## src/rtl/mat_pkg.sv

```systemverilog
// rtl/mat_pkg.sv - shared constants, state encoding and helpers for the result buffer
package mat_pkg;

  localparam int MAX_ELEMS = 25;
  localparam int DATA_W    = 8;
  localparam int DIM_W     = 3;
  localparam int PTR_W     = 5;

  typedef enum logic [1:0] {
    ST_IDLE    = 2'd0,
    ST_CAPTURE = 2'd1,
    ST_SEND    = 2'd2,
    ST_HOLD    = 2'd3
  } state_t;

  function automatic logic [DATA_W-1:0] hdr(input logic [DIM_W-1:0] m,
                                            input logic [DIM_W-1:0] n);
    return {2'b00, m, n};
  endfunction

  // Dimensions never exceed 5, so the 5-bit product cannot wrap.
  function automatic logic [PTR_W-1:0] elem_count(input logic [DIM_W-1:0] m,
                                                   input logic [DIM_W-1:0] n);
    return PTR_W'(m) * PTR_W'(n);
  endfunction

endpackage

```

## src/rtl/mat_result_buffer_if.sv

```systemverilog
// rtl/mat_result_buffer_if.sv - outbound byte-stream handshake bundle
interface mat_result_buffer_if;
  import mat_pkg::*;

  logic              out_valid;
  logic              out_ready;
  logic [DATA_W-1:0] out_data;
  logic              out_last;

  modport master (output out_valid, output out_data, output out_last, input out_ready);
  modport slave  (input out_valid, input out_data, input out_last, output out_ready);

endinterface

```

## src/rtl/mat_buf_regfile.sv

```systemverilog
// rtl/mat_buf_regfile.sv - 25x8 element store, one sync write port, two async read ports
module mat_buf_regfile
  import mat_pkg::*;
(
  input  logic              clk,
  input  logic              rst_n,
  input  logic              i_we,
  input  logic [PTR_W-1:0]  i_waddr,
  input  logic [DATA_W-1:0] i_wdata,
  input  logic [PTR_W-1:0]  i_raddr_a,
  output logic [DATA_W-1:0] o_rdata_a,
  input  logic [PTR_W-1:0]  i_raddr_b,
  output logic [DATA_W-1:0] o_rdata_b
);

  logic [DATA_W-1:0] r_mem [MAX_ELEMS];

  always_ff @(posedge clk or negedge rst_n) begin
    if (!rst_n) begin
      for (int i = 0; i < MAX_ELEMS; i++) r_mem[i] <= '0;
    end else if (i_we && (i_waddr < PTR_W'(MAX_ELEMS))) begin
      r_mem[i_waddr] <= i_wdata;
    end
  end

  // Out-of-range indices read as zero rather than aliasing.
  assign o_rdata_a = (i_raddr_a < PTR_W'(MAX_ELEMS)) ? r_mem[i_raddr_a] : '0;
  assign o_rdata_b = (i_raddr_b < PTR_W'(MAX_ELEMS)) ? r_mem[i_raddr_b] : '0;

endmodule

```

## src/rtl/mat_result_buffer.sv

```systemverilog
// rtl/mat_result_buffer.sv - captures the mat_ops result stream and replays it as a framed byte stream
module mat_result_buffer
  import mat_pkg::*;
(
  input  logic              clk,
  input  logic              rst_n,
  input  logic              i_busy_flag,
  input  logic              i_op_done,
  input  logic              i_error_flag,
  input  logic [DATA_W-1:0] i_result_data,
  input  logic [DIM_W-1:0]  i_result_m,
  input  logic [DIM_W-1:0]  i_result_n,
  input  logic              i_clr,
  mat_result_buffer_if.master o_out,
  input  logic [PTR_W-1:0]  i_rd_addr,
  output logic [DATA_W-1:0] o_rd_data,
  output logic              o_res_valid,
  output logic [DIM_W-1:0]  o_res_m,
  output logic [DIM_W-1:0]  o_res_n,
  output logic              o_res_err,
  output logic              o_lost
);

  state_t            r_state, w_next;
  logic [PTR_W-1:0]  r_wr_ptr, r_tx_ptr, r_exp, w_cnt, w_exp;
  logic              r_ovf, r_skip, r_busy_d, r_lost;
  logic              r_res_valid, r_res_err, r_out_valid, r_out_last;
  logic [DATA_W-1:0] r_out_data, w_tx_word;
  logic [DIM_W-1:0]  r_res_m, r_res_n;
  logic              w_start, w_cap, w_elem, w_we, w_end, w_fail, w_fire;

  // r_skip keeps an operation that began during SEND from being half-captured afterwards.
  assign w_start = ((r_state == ST_IDLE) || (r_state == ST_HOLD)) && i_busy_flag && !r_skip;
  assign w_cap   = w_start || (r_state == ST_CAPTURE);
  assign w_cnt   = w_start ? '0 : r_wr_ptr;
  assign w_elem  = w_cap && i_busy_flag && !i_op_done;
  assign w_we    = w_elem && (w_cnt < PTR_W'(MAX_ELEMS));
  assign w_end   = w_cap && i_op_done;
  assign w_exp   = elem_count(i_result_m, i_result_n);
  assign w_fail  = i_error_flag || (r_ovf && !w_start) || (w_cnt != w_exp);
  assign w_fire  = (r_state == ST_SEND) && r_out_valid && o_out.out_ready;

  mat_buf_regfile u_regfile (
    .clk       (clk),
    .rst_n     (rst_n),
    .i_we      (w_we),
    .i_waddr   (w_cnt),
    .i_wdata   (i_result_data),
    .i_raddr_a (r_tx_ptr),
    .o_rdata_a (w_tx_word),
    .i_raddr_b (i_rd_addr),
    .o_rdata_b (o_rd_data)
  );

  always_ff @(posedge clk or negedge rst_n) begin
    if (!rst_n) r_state <= ST_IDLE;
    else        r_state <= w_next;
  end

  always_comb begin
    w_next = r_state;
    case (r_state)
      ST_IDLE, ST_HOLD: if (w_start) w_next = ST_CAPTURE;
      ST_SEND:          if (w_fire && r_out_last) w_next = ST_HOLD;
      default:          ;
    endcase
    if (w_end) w_next = w_fail ? ST_HOLD : ST_SEND;
    if (i_clr) w_next = ST_IDLE;
  end

  always_ff @(posedge clk or negedge rst_n) begin
    if (!rst_n) begin
      r_wr_ptr    <= '0;
      r_tx_ptr    <= '0;
      r_exp       <= '0;
      r_ovf       <= 1'b0;
      r_skip      <= 1'b0;
      r_busy_d    <= 1'b0;
      r_lost      <= 1'b0;
      r_res_valid <= 1'b0;
      r_res_err   <= 1'b0;
      r_res_m     <= '0;
      r_res_n     <= '0;
      r_out_valid <= 1'b0;
      r_out_data  <= '0;
      r_out_last  <= 1'b0;
    end else begin
      r_busy_d <= i_busy_flag;
      r_lost   <= (r_state == ST_SEND) && i_busy_flag && !r_busy_d && !i_clr;
      if (i_clr) begin
        r_wr_ptr    <= '0;
        r_ovf       <= 1'b0;
        r_skip      <= 1'b0;
        r_res_valid <= 1'b0;
        r_res_err   <= 1'b0;
        r_out_valid <= 1'b0;
        r_out_last  <= 1'b0;
      end else begin
        if ((r_state == ST_SEND) && i_busy_flag) r_skip <= 1'b1;
        else if (!i_busy_flag)                   r_skip <= 1'b0;
        if (w_start) begin
          r_res_valid <= 1'b0;
          r_res_err   <= 1'b0;
          r_ovf       <= 1'b0;
        end
        if (w_cap)            r_wr_ptr <= w_cnt + PTR_W'(w_we);
        if (w_elem && !w_we)  r_ovf    <= 1'b1;
        if (w_end) begin
          r_res_m <= i_result_m;
          r_res_n <= i_result_n;
          r_exp   <= w_exp;
          if (w_fail) begin
            r_res_err <= 1'b1;
          end else begin
            r_out_valid <= 1'b1;
            r_out_data  <= hdr(i_result_m, i_result_n);
            r_out_last  <= (w_exp == '0);
            r_tx_ptr    <= '0;
          end
        end
        // Accepted byte: present the next element, or close the frame.
        if (w_fire) begin
          if (r_out_last) begin
            r_out_valid <= 1'b0;
            r_out_last  <= 1'b0;
            r_res_valid <= 1'b1;
          end else begin
            r_out_data <= w_tx_word;
            r_out_last <= ((r_tx_ptr + 5'd1) == r_exp);
            r_tx_ptr   <= r_tx_ptr + 5'd1;
          end
        end
      end
    end
  end

  assign o_out.out_valid = r_out_valid;
  assign o_out.out_data  = r_out_data;
  assign o_out.out_last  = r_out_last;
  assign o_res_valid     = r_res_valid;
  assign o_res_err       = r_res_err;
  assign o_res_m         = r_res_m;
  assign o_res_n         = r_res_n;
  assign o_lost          = r_lost;

endmodule

```

## src/flat_wrapper.sv

```systemverilog
// flat-port wrapper written by rule: the top's interface ports become plain ports
module mat_result_buffer_flat import mat_pkg::*;
  (clk, rst_n, i_busy_flag, i_op_done, i_error_flag, i_result_data, i_result_m, i_result_n, i_clr, i_rd_addr, o_rd_data, o_res_valid, o_res_m, o_res_n, o_res_err, o_lost, o_out_out_valid, o_out_out_data, o_out_out_last, o_out_out_ready);
  mat_result_buffer_if o_out_i ();
  input  logic clk;
  input  logic rst_n;
  input  logic i_busy_flag;
  input  logic i_op_done;
  input  logic i_error_flag;
  input  logic [DATA_W-1:0] i_result_data;
  input  logic [DIM_W-1:0] i_result_m;
  input  logic [DIM_W-1:0] i_result_n;
  input  logic i_clr;
  input  logic [PTR_W-1:0] i_rd_addr;
  output logic [DATA_W-1:0] o_rd_data;
  output logic o_res_valid;
  output logic [DIM_W-1:0] o_res_m;
  output logic [DIM_W-1:0] o_res_n;
  output logic o_res_err;
  output logic o_lost;
  output wire logic [$bits(o_out_i.out_valid)-1:0] o_out_out_valid;
  output wire logic [$bits(o_out_i.out_data)-1:0] o_out_out_data;
  output wire logic [$bits(o_out_i.out_last)-1:0] o_out_out_last;
  input wire logic [$bits(o_out_i.out_ready)-1:0] o_out_out_ready;
  assign o_out_out_valid = o_out_i.out_valid;
  assign o_out_out_data = o_out_i.out_data;
  assign o_out_out_last = o_out_i.out_last;
  assign o_out_i.out_ready = o_out_out_ready;
  mat_result_buffer u_core (.clk(clk), .rst_n(rst_n), .i_busy_flag(i_busy_flag), .i_op_done(i_op_done), .i_error_flag(i_error_flag), .i_result_data(i_result_data), .i_result_m(i_result_m), .i_result_n(i_result_n), .i_clr(i_clr), .o_out(o_out_i), .i_rd_addr(i_rd_addr), .o_rd_data(o_rd_data), .o_res_valid(o_res_valid), .o_res_m(o_res_m), .o_res_n(o_res_n), .o_res_err(o_res_err), .o_lost(o_lost));
endmodule
```

## config.mk

```make
export PLATFORM = sky130hd
export DESIGN_NAME = mat_result_buffer_flat
export DESIGN_NICKNAME = d
export VERILOG_FILES = /design/src/rtl/mat_pkg.sv /design/src/rtl/mat_result_buffer_if.sv /design/src/rtl/mat_buf_regfile.sv /design/src/rtl/mat_result_buffer.sv /design/src/flat_wrapper.sv
export SDC_FILE = /design/constraint.sdc
export NUM_CORES = 1
export LEC_CHECK = 0
export ABC_AREA = 1
export ABC_CLOCK_PERIOD_IN_PS = 2500
export CAP_MARGIN = 20
export CORE_UTILIZATION = 45
export CTS_CLUSTER_DIAMETER = 40
export DETAILED_ROUTE_END_ITERATION = 10
export DONT_BUFFER_PORTS = 1
export HOLD_SLACK_MARGIN = 0.1
export MAX_ROUTING_LAYER = met4
export PLACE_DENSITY = 0.62
export SETUP_SLACK_MARGIN = 0.4
export SYNTH_ARGS = -nofsm -noshare
export SYNTH_HDL_FRONTEND = slang
export SYNTH_SLANG_ARGS = --single-unit
```

## constraint.sdc

```tcl
create_clock -name clk -period 2.5 [get_ports clk]
set_input_delay 0.25 -clock clk [delete_from_list [all_inputs] [get_ports clk]]
set_output_delay 0.25 -clock clk [all_outputs]
set_load 0.02 [all_outputs]
```

# After elaboration in Yosys (flattened, before gate mapping)

Index checks and enable logic that the tools add are counted.

Multiplexer cells: 52
Reduce and logical (&&, ||, !) cells: 36
Multiply operators: 1
Bitwise gates (word level): 4
Magnitude comparators: 7
Eq/ne operators: 9
Add/sub/neg operators: 2

Operator list:

| cell                                                     | number |
|---|---|
| bitwise mux 200 bit                                      | 1 |
| 2-to-1 mux 8 bit                                         | 11 |
| binary-select mux 8 bit (select 5 bit)                   | 2 |
| demux 8 bit (select 5 bit)                               | 1 |
| 2-to-1 mux 5 bit                                         | 7 |
| 2-to-1 mux 1 bit                                         | 25 |
| greater-or-equal comparator 6 bit, second input constant | 3 |
| inverter 5 -> 6 bit                                      | 3 |
| logical AND 1 bit                                        | 16 |
| < comparator 5 bit, second input constant                | 3 |
| 2-to-1 mux 2 bit                                         | 4 |
| zero test 1 bit                                          | 6 |
| < comparator 6 x 1 -> 1 bit, second input constant       | 1 |
| nonzero test 3 bit                                       | 2 |
| adder 5 x 1 -> 5 bit                                     | 1 |
| adder 5 x 1 -> 5 bit, second input constant              | 1 |
| equality test 5 bit                                      | 1 |
| zero test 5 bit                                          | 1 |
| multiplier 3 x 3 -> 5 bit                                | 1 |
| inequality test 5 bit                                    | 1 |
| equality test 2 bit, second input constant               | 2 |
| logical OR 1 bit                                         | 4 |
| inequality test 4 x 2 -> 1 bit, second input constant    | 1 |
| inequality test 4 x 3 -> 1 bit, second input constant    | 1 |
| 11 further kinds                                         | 12 |

Bits in registers: 239
Output and inout port bits: 27
Word-level logic and storage cells: 151
Bits of input ports: 26

# Longest topological paths before layout

Gate-level depths: netlist of the first run.

Depth after elaboration: 13
Depth in mapped cells: 17
Depth with buffers taken out: 17

# By module

Synthesis of the first run repeated with hierarchy kept, for this count alone.

Cells, all modules: 2092
Area total of the unflattened synthesis: 14445.1 um^2

By module, submodules not included:

| module            | cells each | times used | area an instance (um^2) |
|---|---|---|---|
| mat_buf_regfile   | 1797       | 1          | 12065.3 |
| mat_result_buffer | 295        | 1          | 2379.8 |

# Worst setup path after synthesis of the first run

No wires, ideal clock.

Kind: input to register
Start point: in i_result_m[2]
End point: reg u_core.r_tx_ptr[3]
Buffers on the path: 0
Setup slack: -0.218 ns
Stages on the path: 17
Arrival: 2.592 ns
Cells stage by stage: nand2_1 > inv_1 > fa_1 > ha_1 > fa_1 > inv_1 > nand2_1 > nand3_1 > nand2_1 > nand2_1 > nand2_1 > nor2_2 > nand3_2 > nand2_1 > nand2_1 > nand2_1 > o21ai_0

Longest elaborated chain between the ends: 7

RTL lines:

| item                        | line                     | source |
|---|---|---|
| from (decl)                 | flat_wrapper.sv:11       | `input logic [DIM_W-1:0] i_result_m;` |
| multiplier 3 x 3 -> 5 bit * | mat_pkg.sv:24            | `return PTR_W'(m) * PTR_W'(n);` |
| inequality test 5 bit *     | mat_result_buffer.sv:40  | `assign w_fail = i_error_flag \|\| (r_ovf && !w_start) \|\| (w_cnt != w_exp);` |
| logical OR 1 bit *          | mat_result_buffer.sv:40  |  |
| 2-to-1 mux 5 bit *          | mat_result_buffer.sv:112 | `if (w_fail) begin` |
| 2-to-1 mux 5 bit *          | mat_result_buffer.sv:108 | `if (w_end) begin` |
| 2-to-1 mux 5 bit            | mat_result_buffer.sv:123 | `if (r_out_last) begin` |
| 2-to-1 mux 5 bit *          | mat_result_buffer.sv:122 | `if (w_fire) begin` |
| to (signal assigned)        | mat_result_buffer.sv:130 | `r_tx_ptr <= r_tx_ptr + 5'd1;` |
| to (decl)                   | mat_result_buffer.sv:25  | `logic [PTR_W-1:0] r_wr_ptr, r_tx_ptr, r_exp, w_cnt, w_exp;` |

Mark *: on every way between the ends. The rest lies on a longest branch, timed or not.
A chain may end at the register's enable or synchronous reset.

# Worst setup path in the final report of the first run

Start point: reg u_core.r_state[0]
End point: reg u_core.u_regfile.r_mem[41] (netlist name)

Longest elaborated chain between the ends: 11
Elaborated cells between the ends (all ways): 20
Those cells by class: order compare: 3; eq/ne: 2; mux: 4; bitwise: 1; reduce/logical: 10

RTL lines:

| item                                                                                                   | line                    | source |
|---|---|---|
| from (decl)                                                                                            | mat_result_buffer.sv:24 | `state_t r_state, w_next;` |
| from (signal assigned)                                                                                 | mat_result_buffer.sv:57 | `else r_state <= w_next;` |
| equality test 2 bit or zero test 2 bit (tied branches)                                                 | mat_result_buffer.sv:33 | `assign w_start = ((r_state == ST_IDLE) \|\| (r_state == ST_HOLD)) && i_busy_flag && !r_skip;` |
| logical OR 1 bit                                                                                       | mat_result_buffer.sv:33 |  |
| logical AND 1 bit (2 in a row)                                                                         | mat_result_buffer.sv:33 |  |
| 2-to-1 mux 5 bit                                                                                       | mat_result_buffer.sv:35 | `assign w_cnt = w_start ? '0 : r_wr_ptr;` |
| inverter 5 -> 6 bit (not written as such)                                                              | mat_buf_regfile.sv:22   | `r_mem[i_waddr] <= i_wdata;` |
| greater-or-equal comparator 6 bit (not written as such) or < comparator 6 x 1 -> 1 bit (tied branches) | mat_buf_regfile.sv:22   |  |
| logical AND 1 bit (not written as such)                                                                | mat_buf_regfile.sv:22   |  |
| 2-to-1 mux 8 bit (not written as such)                                                                 | mat_buf_regfile.sv:22   |  |
| demux 8 bit (select 5 bit)                                                                             | mat_buf_regfile.sv:22   |  |
| bitwise mux 200 bit                                                                                    | mat_buf_regfile.sv:22   |  |
| to (signal, indexed assignment)                                                                        | mat_buf_regfile.sv:22   |  |
| to (decl)                                                                                              | mat_buf_regfile.sv:16   | `logic [DATA_W-1:0] r_mem [MAX_ELEMS];` |

Parallel ways exist; a longest one is shown, timed or not.

==> run metrics, run 1 <==
Syn Inst Count=1,936; Pleak=8.218 nW; Hold Slack=-0.6029 ns; port bufs=0; TritonCTS Sinks=239; worst setup margin=around 0.1 ns; CP Capture Type=register; DP Worst Slack=-0.09009 ns; Post-Syn Nets=1,973; setup violators final=0; later-pin clock latency in the skew report=0.55 ns; slew margin rel.=0.5108; Site Rows=64; GR Overflow Total=0; leading cell type in the layout, fill and taps excluded=nand2_1; P_sw=4.327 mW; sequential area share after synthesis=0.4264; max-slew violation count=0; Period minus WS final=2.400 ns; Antenna Nets Post-Route=0; Final period util=0.9600; Die ar.=~0.032 sq mm; CTS tree=yes; power share of the combinational group=0.225; crit path DAT=roughly 2.8 ns; first-pass GRT wire length=77.91 mm; area growth from synthesis to layout=30.22%; Final Hold Fails=between 200 and 250; Clock Skews=0.02710 ns; chip width=around 180 um; Mapped Avg Cell Area=7.244 sq um; Die Ht=178.5 um; Post-synth EDFFs=0; largest net degree at the start of global routing=240; vias in the first global route=about 13,000; CP Data Required Time=between 2 and 3 ns; Total Routing Usage GR=0.3341; min-delay worst type=in2async; Total Power=13.45 mW; Synth Flop Type=dfrtp_1; Inserted Clock Buffers=45; Switching Fraction=0.3217; crit-path max FO=8; FMAX=between 400 and 500 MHz; most frequent cells in the layout=nand2_1, dfrtp_1, inv_1, o21ai_1, nand3_1; failing checks=negative hold slack; filler instances=2,695; clock group share of total power=0.445; WL/cell=21.06 um; number of DRC markers in iteration 0=1,608; CTS clk-pin slew, worst paths=0.06 ns; worst vdd ir=0.7771 mV; routed vias/inst=around 5.8; crit path kind=reg2reg; placed instance area=0.01468 sq mm; via count=14,170; Ys Warns=0; Mapped Area=0.01402 sq mm; n_diodes=0; Initial Util=0.4585; DRT Pass-1 Iters=7; actual slew at the worst max-slew pin=0.7338 ns; Layout Utilization=0.5970; internal power=between 9 and 10 mW; Cell Pwr Density=736.6 mW/mm^2; RSZ-0062 raised after global routing=true; I/O Pins=53; residual DRC count=0; share of post-route cells with drive strength above 1=0.2609; clock buffer depth=3; max cap viols=0; fin nets=between 2,000 and 2,500; register share of total power=0.330; flops & latches, synth=between 200 and 250; Yosys cell types=44; H-Tree Depth=2; DRT Wirelength=51.78 mm; FFs w/ async S/R, synth=1.000; Root Buffer=clkbuf_16; hpwl dp=30.51 mm; initial antenna violation count=0; core area=0.03059 sq mm; post-route cell area=between 0.015 and 0.02 sq mm; GPL Wtd Cong=about 0.94; outcome=finished, violations left; CP startpoint kind=register
[critical path, stage by stage (launching register included)]
cell      delay [ns]
dfrtp_1         0.37
inv_2           0.07
ha_4            0.28
nand3_4         0.14
nand2_4         0.14
inv_8           0.04
nor2_4          0.11
nand2_2         0.08
a21oi_4         0.27
buf_4           0.18
nand3_4         0.12
buf_12          0.16
clkinv_8        0.09
nand2_8         0.09
nand2_1         0.09
o21ai_2         0.05
[state kept, by name, indices dropped and copies added (netlist names)]
signal / count
u_core.r_tx_ptr: 5
u_core.r_exp: 5
u_core.u_regfile.r_mem: 200
u_core.r_ovf: 1
u_core.o_out.out_data: 8
u_core.r_wr_ptr: 5
u_core.r_state: 2
u_core.r_skip: 1
u_core.o_res_valid: 1
u_core.o_res_m: 3
u_core.o_out.out_last: 1
u_core.o_out.out_valid: 1
u_core.r_busy_d: 1
u_core.o_res_n: 3
u_core.o_lost: 1
u_core.o_res_err: 1
[metal layers]
metal | global-route usage | part of all wire | routed length (um) | vias to the layer above
met3 | 0.06458 | 0.099 | 5120 | 116
met5 | - | 0 | 0 | -
met1 | 0.4529 | 0.42 | 21600 | 6789
met4 | 0.1239 | 0.035 | 1804 | 0
met2 | 0.4935 | 0.45 | 23250 | 729
li1 | - | - | - | 6536
[metrics by stage]
step / cells / setup TNS [ns]
global route: 2458 / 0
finish: 2458 / 0
CTS: 2424 / 0
global placement: 2277 / -0.3877
floorplan: 1936 / 0
detailed placement: 2277 / -0.9147
[final timing paths]
path	from	to	slack [ns]	cells past startpoint
min in group clk	i_busy_flag	u_core.r_ovf$_DFFE_PN0P_	0.08	4
setup reg to reg	u_core.r_state[0]$_DFFE_PN0P_	u_core.u_regfile.r_mem[41]$_DFFE_PN0P_	0.10	15
setup / recovery	u_core.r_state[0]$_DFFE_PN0P_	u_core.u_regfile.r_mem[41]$_DFFE_PN0P_	0.10	15
max in group asynchronous	rst_n	u_core.u_regfile.r_mem[160]$_DFFE_PN0P_	2.53	0
hold / removal	rst_n	u_core.u_regfile.r_mem[73]$_DFFE_PN0P_	-0.60	0
hold reg to reg	u_core.r_busy_d$_DFF_PN0_	u_core.o_lost$_DFF_PN0_	0.40	1
[repair_timing]
| action | 4_1_cts | 5_1_grt |
|---|---|---|
| gates cloned | 18 | 4 |
| setup endpoints to repair | 219 | 226 |
| hold endpoints to repair | 273 | 240 |
| gates resized for setup | 137 | 218 |
| setup buffers | 35 | 29 |
| pin swaps | 46 | 77 |
| hold buffers | 10 | 1 |
[area by class of cell]
cell class	count	area (sq um)	area share
clock inverter	25	242.7	0.01329
timing repair inverter	2	46.29	0.002535
sequential	239	5987	0.3278
timing repair buffer	142	1456	0.07975
clock buffer	59	1251	0.06851
multi-input combinational	1362	7859	0.4303
tap	396	495.5	0.02713
inverter	233	924.6	0.05063
[power groups by stage]
stage	Sequential (mW)	Clock, mW	Combinational [mW]
global route	4.46	6.25	3.29
global placement	4.48	0	2.43
floorplan	4.42	0	1.73
detailed placement	4.48	0	2.47
finish	4.44	5.99	3.03
CTS	4.42	6.06	2.77
[logic make-up (layout without fill, tap and decap cells)]
kind of cell | Yosys count | count (layout) | share of synthesized area
flip-flops | 239 | 239 | 0.4264
AO/OA/AOI/OAI | 502 | 502 | 0.1956
multiplexers | 6 | 6 | 0.004817
adder cells (fa/ha/maj) | 11 | 11 | 0.01088
AND/OR/NAND/NOR | 818 | 836 | 0.2521
buffers and inverters | 353 | 461 | 0.1058
XOR/XNOR | 7 | 7 | 0.004372
[Yosys cell counts, types with 2 or more instances]
| master | instances | area share |
|---|---|---|
| a21oi_1 | 114 | 0.041 |
| buf_1 | 9 | 0.0024 |
| buf_2 | 18 | 0.0064 |
| buf_6 | 17 | 0.014 |
| clkbuf_1 | 75 | 0.020 |
| clkinv_1 | 4 | 0.0011 |
| clkinv_2 | 2 | 0.00071 |
| dfrtp_1 | 239 | 0.43 |
| fa_1 | 2 | 0.0029 |
| ha_1 | 9 | 0.0080 |
| inv_1 | 222 | 0.059 |
| inv_2 | 4 | 0.0011 |
| mux2_2 | 6 | 0.0048 |
| nand2_1 | 513 | 0.14 |
| nand2_2 | 10 | 0.0045 |
| nand2_4 | 17 | 0.014 |
| nand3_1 | 161 | 0.057 |
| nand3_2 | 5 | 0.0036 |
| nand3b_1 | 2 | 0.0011 |
| nand4_1 | 11 | 0.0049 |
| nor2_1 | 84 | 0.022 |
| nor2_2 | 5 | 0.0022 |
| nor3_1 | 3 | 0.0011 |
| o211ai_1 | 25 | 0.013 |
| o21ai_0 | 170 | 0.061 |
| o21ai_1 | 148 | 0.053 |
| o21ai_2 | 36 | 0.022 |
| o22ai_1 | 2 | 0.00089 |
| or2_2 | 3 | 0.0013 |
| xor2_1 | 6 | 0.0037 |
Note: power is estimated with default switching activity, not from simulation.
==> run 2: changes to the inputs <==
ABC_CLOCK_PERIOD_IN_PS = 3000   (was 2500)
CORE_MARGIN = 2   (was not set)
SYNTH_HIERARCHICAL = 1   (was not set)
clock period = 3 ns   (was 2.5 ns; I/O delays follow)
==> run 2 against run 1 <==
The run still ends with negative hold slack left. Combinational power fell by 62%. Fmax shrank 8.1%. First-iteration DRC count is 5.1% lower. Non-clock buffer count fell by 74. Setup slack improved by 0.29 ns. Power shrank 25%. Largest cell class unchanged.
==> run metrics, run 2 <==
DP Worst Slack=between 0.06 and 0.07 ns; I/O Pins=53; Layout Utilization=0.5371; Ys Warns=6; CP Capture Type=register; reg2reg start=u_core/r_state[1]$_DFFE_PN0P_; crit path DAT=2.99 ns; CP startpoint kind=register; setup violators final=0; clock buffer depth=3; WL/cell=19.08 um; Global Route met3 Usage=0.06493; r2r endpoint=u_core/u_regfile/r_mem[183]$_DFFE_PN0P_; clock group share of total power=0.536; largest net degree at the start of global routing=240; power share of the combinational group=0.113; filler instances=3,016; CP Data Required Time=3.37 ns; Initial Util=0.4578; FMAX=382.8 MHz; crit-path max FO=9; worst vdd ir=between 0.5 and 0.6 mV; Total Power=a little over 10 mW; Die Ht=183.2 um; Die ar.=0.03355 sq mm; failing checks=negative hold slack; chip width=183.2 um; DRT Wirelength=48.14 mm; initial antenna violation count=0; Mapped Area=0.01445 sq mm; placed instance area=0.01472 sq mm; FFs w/ async S/R, synth=1.000; port bufs=0; Top reg by flops=u_core/u_regfile/r_mem; register share of total power=0.351; worst setup margin=roughly 0.39 ns; min-delay worst type=in2async; max-slew violation count=0; Total Routing Usage GR=0.2944; Yosys cell types=45; CTS tree=yes; vias in the first global route=12,869; FF-to-FF path depth=13; later-pin clock latency in the skew report=0.54 ns; DRT Pass-1 Iters=6; Pleak=8.128 nW; Root Buffer=clkbuf_16; placed cells=2,407; routing usage on met1=0.4013; CP max-delay cell=dfrtp_1; GR Overflow Total=0; area leader, netlist=dfrtp_1; first-pass GRT wire length=about 74 mm; TritonCTS Sinks=239; hpwl dp=29.34 mm; Post-synth EDFFs=0; actual slew at the worst max-slew pin=0.9581 ns; Syn Inst Count=2,092; Final Hold Fails=239; core area=0.03156 sq mm; Post-synth top cells=nand2_1, nand3_1, inv_1, dfrtp_1, o21ai_0; Final Instance Count excl. Fillers=2,523; leading cell type in the layout, fill and taps excluded=nand2_1; Switching Fraction=0.2643; H-Tree Depth=2; RSZ-0062 raised after global routing=true; n_diodes=0; max cap viols=0; number of DRC markers in iteration 0=1,526; fin nets=2,123; worst-path cell chain=ha_4 > nand3_4 > nand2_2 > inv_2 > buf_4 > clkinv_2 > nand2_2 > a21oi_4 > buf_4 > buf_12 > nand4_4 > nand2_1 > o21ai_1; Largest register FFs=200; met2 usage=0.4267; Setup TNS=0 ns; Post-Syn Nets=between 2,000 and 2,500; outcome=finished, violations left; post-route cell area=0.01695 sq mm; slew margin rel.=0.3605; Synth Flop Type=dfrtp_1; area growth from synthesis to layout=17.33%; Mapped Avg Cell Area=6.905 sq um; Site Rows=between 60 and 70; CTS clk-pin slew, worst paths=~0.050 ns; Area contributors post-synth=dfrtp_1, nand2_1, nand3_1, inv_1, o21ai_0; GPL Wtd Cong=approximately 0.94; most frequent cells in the layout=nand2_1, nand3_1, inv_1, dfrtp_1, o21ai_0; residual DRC count=0; Antenna Nets Post-Route=0; Hold Slack=-0.5148 ns; share of Yosys cell area claimed by the top area cell type=0.4140; CP max stage delay=0.42 ns; Inserted Clock Buffers=42; share of post-route cells with drive strength above 1=0.1089; Cell Pwr Density=597.6 mW/mm^2; r2r setup slk=0.39 ns; Period minus WS final=2.612 ns; via count=13,973; crit path kind=reg2reg; flops & latches, synth=239; count leader, synth=nand2_1; internal power=7.451 mW; most used routing layer=met2; Final period util=0.8708; P_sw=2.677 mW; routed vias/inst=5.538; sequential area share after synthesis=0.4140; Clock Skews=0.01189 ns
==> run 2: power groups by stage <==
stage	Clock (mW)	Sequential (mW)	Combinational [mW]
after detailed placement	0	3.60	1.01
final	5.42	3.56	1.15
after floorplan	0	3.58	0.796
after global placement	0	3.60	1.00
after CTS	5.49	3.55	1.09
after global routing	5.65	3.57	1.26
==> run 2: repair_timing <==
action,CTS,global route
setup endpoints to repair,201,193
pin swaps,9,10
hold endpoints to repair,334,248
resized for setup,19,33
buffers inserted,6,11
hold buffers,15,1
cloned,4,1
==> run 2: layer usage <==
| layer | vias to the layer above | routed length (um) |
|---|---|---|
| met5 | - | 0 |
| met4 | 0 | 1759 |
| met3 | 116 | 4869 |
| met2 | 680 | 21020 |
| met1 | 6530 | 20490 |
| li1 | 6647 | - |
==> run 2: layout make-up <==
| cell class | count | area (sq um) | share of cell area |
|---|---|---|---|
| Clock buffer | 52 | 1179 | 0.06954 |
| Multi-Input combinational cell | 1479 | 7158 | 0.4223 |
| Inverter | 257 | 965.9 | 0.05699 |
| Clock inverter | 26 | 429.2 | 0.02532 |
| Sequential cell | 239 | 5984 | 0.3531 |
| Tap cell | 402 | 503.0 | 0.02968 |
| Timing Repair Buffer | 68 | 729.5 | 0.04304 |
==> run 2: how the worst max path moves through the flow <==
| stage | from | to | slack, ns | depth (start not counted) |
|---|---|---|---|---|
| floorplan | i_result_m[2] | u_core/r_tx_ptr[3]$_DFFE_PN0N_ | 0.43 | 18 |
| global placement | u_core/r_state[0]$_DFFE_PN0P_ | u_core/u_regfile/r_mem[82]$_DFFE_PN0P_ | 0.12 | 15 |
| detailed placement | u_core/r_state[0]$_DFFE_PN0P_ | u_core/u_regfile/r_mem[51]$_DFFE_PN0P_ | 0.06 | 14 |
| CTS | u_core/r_state[0]$_DFFE_PN0P_ | u_core/u_regfile/r_mem[58]$_DFFE_PN0P_ | 0.41 | 15 |
| global route | u_core/r_state[1]$_DFFE_PN0P_ | u_core/u_regfile/r_mem[179]$_DFFE_PN0P_ | 0.28 | 13 |
| finish | u_core/r_state[1]$_DFFE_PN0P_ | u_core/u_regfile/r_mem[183]$_DFFE_PN0P_ | 0.39 | 13 |
==> run 2: cell families after synthesis <==
family,Yosys count,synth area share
adder cells (fa/ha/maj),10,0.009702
multiplexers,6,0.004677
flip-flops,239,0.4140
AND/OR/NAND/NOR,1175,0.3578
XOR/XNOR,8,0.004851
buffers and inverters,378,0.1055
AO/OA/AOI/OAI,276,0.1034
==> run 2: critical path, delay by kind of cell, from the launching register on <==
family	cells	cell delay, ns
DFF	1	0.42
adders and majority gates	1	0.31
AOI/OAI and AO/OA	2	0.31
buffers and inverters	5	0.73
and+or+nand+nor	5	0.68
==> run 3: changes to the inputs <==
SETUP_SLACK_MARGIN = 0.3   (was 0.4)
SLEW_MARGIN = 20   (was not set)
==> run 3 against run 2 <==
The flow still finishes with violations (negative hold slack). Worst hold slack improved by 0.00053 ns. Critical path depth rose by 1. Die area did not move. Core utilization fell by 0.38 points. Sequential share of layout area rose by 0.25 points. Combinational power barely moved.
==> run metrics, run 3 (synthesis results as in run 2) <==
outcome=finished, violations left; failing checks=negative hold slack; area growth from synthesis to layout=16.49%; chip width=183.2 um; vias in the first global route=around 13,000; worst vdd ir=~0.53 mV; leading cell type in the layout, fill and taps excluded=nand2_1; CTS clk-pin slew, worst paths=~0.05 ns; DRT Pass-1 Iters=6; n_diodes=0; Clock Skews=0.01237 ns; min-delay worst type=in2async; DRT Wirelength=~48 mm; internal power=about 7.4 mW; P_sw=2.670 mW; clock buffer depth=3; worst-path cell chain=ha_4 > nand3_4 > nand2_2 > inv_1 > nor3_2 > nor3_2 > nor2_4 > inv_2 > a21oi_4 > buf_6 > buf_12 > buf_4 > nand4_4 > o21ai_1; power share of the combinational group=0.112; port bufs=0; FMAX=382.1 MHz; Cell Pwr Density=601.1 mW/mm^2; # hold bufs at CTS=17; initial antenna violation count=0; most frequent cells in the layout=nand2_1, nand3_1, inv_1, dfrtp_1, o21ai_0; hpwl dp=29.34 mm; placed instance area=0.01472 sq mm; TritonCTS Sinks=239; GR Overflow Total=0; CP Capture Type=register; register share of total power=0.351; Root Buffer=clkbuf_16; core area=0.03156 sq mm; max cap viols=0; max-slew violation count=0; Setup TNS=0 ns; Die Ht=183.2 um; crit-path max FO=8; setup violators final=0; post-route cell area=0.01683 sq mm; largest net degree at the start of global routing=240; I/O Pins=53; Top reg by flops=u_core/u_regfile/r_mem; Switching Fraction=0.2640; Total Routing Usage GR=0.2959; routed vias/inst=5.538; Final Hold Fails=239; residual DRC count=0; number of DRC markers in iteration 0=1,532; Total Power=10.12 mW; Inserted Clock Buffers=42; most frequent CP cell=nor3_2; CP max stage delay=0.43 ns; Site Rows=65; via count=between 10,000 and 15,000; CP max-delay cell=dfrtp_1; CP Data Required Time=approximately 3.5 ns; slew margin rel.=0.3480; WL/cell=19.10 um; GPL Wtd Cong=0.9448; clock group share of total power=0.537; share of post-route cells with drive strength above 1=0.1048; Pleak=8.089 nW; Largest register FFs=200; crit path kind=reg2reg; Antenna Nets Post-Route=0; first-pass GRT wire length=74.59 mm; CP startpoint kind=register; Final period util=0.8724; CTS tree=yes; H-Tree Depth=2; crit path DAT=3.06 ns; Initial Util=0.4578; Die ar.=roughly 0.034 sq mm; later-pin clock latency in the skew report=0.54 ns; RSZ-0062 raised after global routing=true; fin nets=2,120; Period minus WS final=2.617 ns; actual slew at the worst max-slew pin=approximately 1 ns; Hold Slack=-0.5143 ns
-- run 3: critical path: cells and delay by family (launching register included) --
| kind | cells | cell delay, ns |
|---|---|---|
| fa+ha+maj | 1 | 0.32 |
| flops | 1 | 0.43 |
| buf+inv | 5 | 0.54 |
| compound gates | 2 | 0.40 |
| simple gates | 6 | 0.85 |
-- run 3: metal layers --
metal / GRT usage / vias up / part of all wire
li1: - / 6630 / -
met1: 0.3983 / 6553 / 0.43
met2: 0.4303 / 632 / 0.44
met3: 0.06831 / 140 / 0.096
met4: 0.1213 / 0 / 0.041
met5: - / - / 0
-- run 3: worst paths after layout --
path	startpoint	end	slack, ns	cells after the start
max in group asynchronous	rst_n	u_core/u_regfile/r_mem[134]$_DFFE_PN0P_	3.18	0
max	u_core/r_state[1]$_DFFE_PN0P_	u_core/u_regfile/r_mem[27]$_DFFE_PN0P_	0.38	14
min reg2reg	u_core/r_busy_d$_DFF_PN0_	u_core/o_lost$_DFF_PN0_	0.40	1
min	rst_n	u_core/u_regfile/r_mem[139]$_DFFE_PN0P_	-0.51	0
min in group clk	i_op_done	u_core/r_ovf$_DFFE_PN0P_	0.11	3
max reg2reg	u_core/r_state[1]$_DFFE_PN0P_	u_core/u_regfile/r_mem[27]$_DFFE_PN0P_	0.38	14
-- run 3: final cells by class --
type                    count  area, sq um
well taps                 402        503.0
clock buffers              52         1179
fillers                  3034        14730
inverters                 257        965.9
multi-input cells        1479         7091
flip-flops and latches    239         5984
repair buffers             65        675.6
clock inverters            26        429.2
-- run 3: repair_timing --
action | in CTS | in global routing
setup buffers | 3 | 11
gates cloned | 4 | 0
hold endpoints to repair | 334 | 239
pin swaps | 6 | 7
resized for setup | 11 | 20
setup endpoints to repair | 178 | 191
-- run 3: metrics by stage --
step | setup slack [ns] | hold WS [ns] | cells | util
final | 0.3827 | -0.5143 | 2520 | 0.5333
after global placement | 0.1173 | 0.02193 | 2407 | 0.4666
after global routing | 0.2009 | -0.5266 | 2520 | 0.5333
after detailed placement | 0.06163 | 0.02258 | 2407 | 0.4666
after floorplan | 0.4252 | 0.004409 | 2092 | -
after CTS | 0.2913 | -0.5313 | 2509 | 0.5274
-- run 3: power groups by stage --
stage	registers (mW)	clock network (mW)	logic, mW
after floorplan	3.58	0	0.796
after global placement	3.60	0	1.00
after detailed placement	3.60	0	1.01
after CTS	3.55	5.49	1.08
after global routing	3.57	5.65	1.24
final	3.56	5.43	1.13
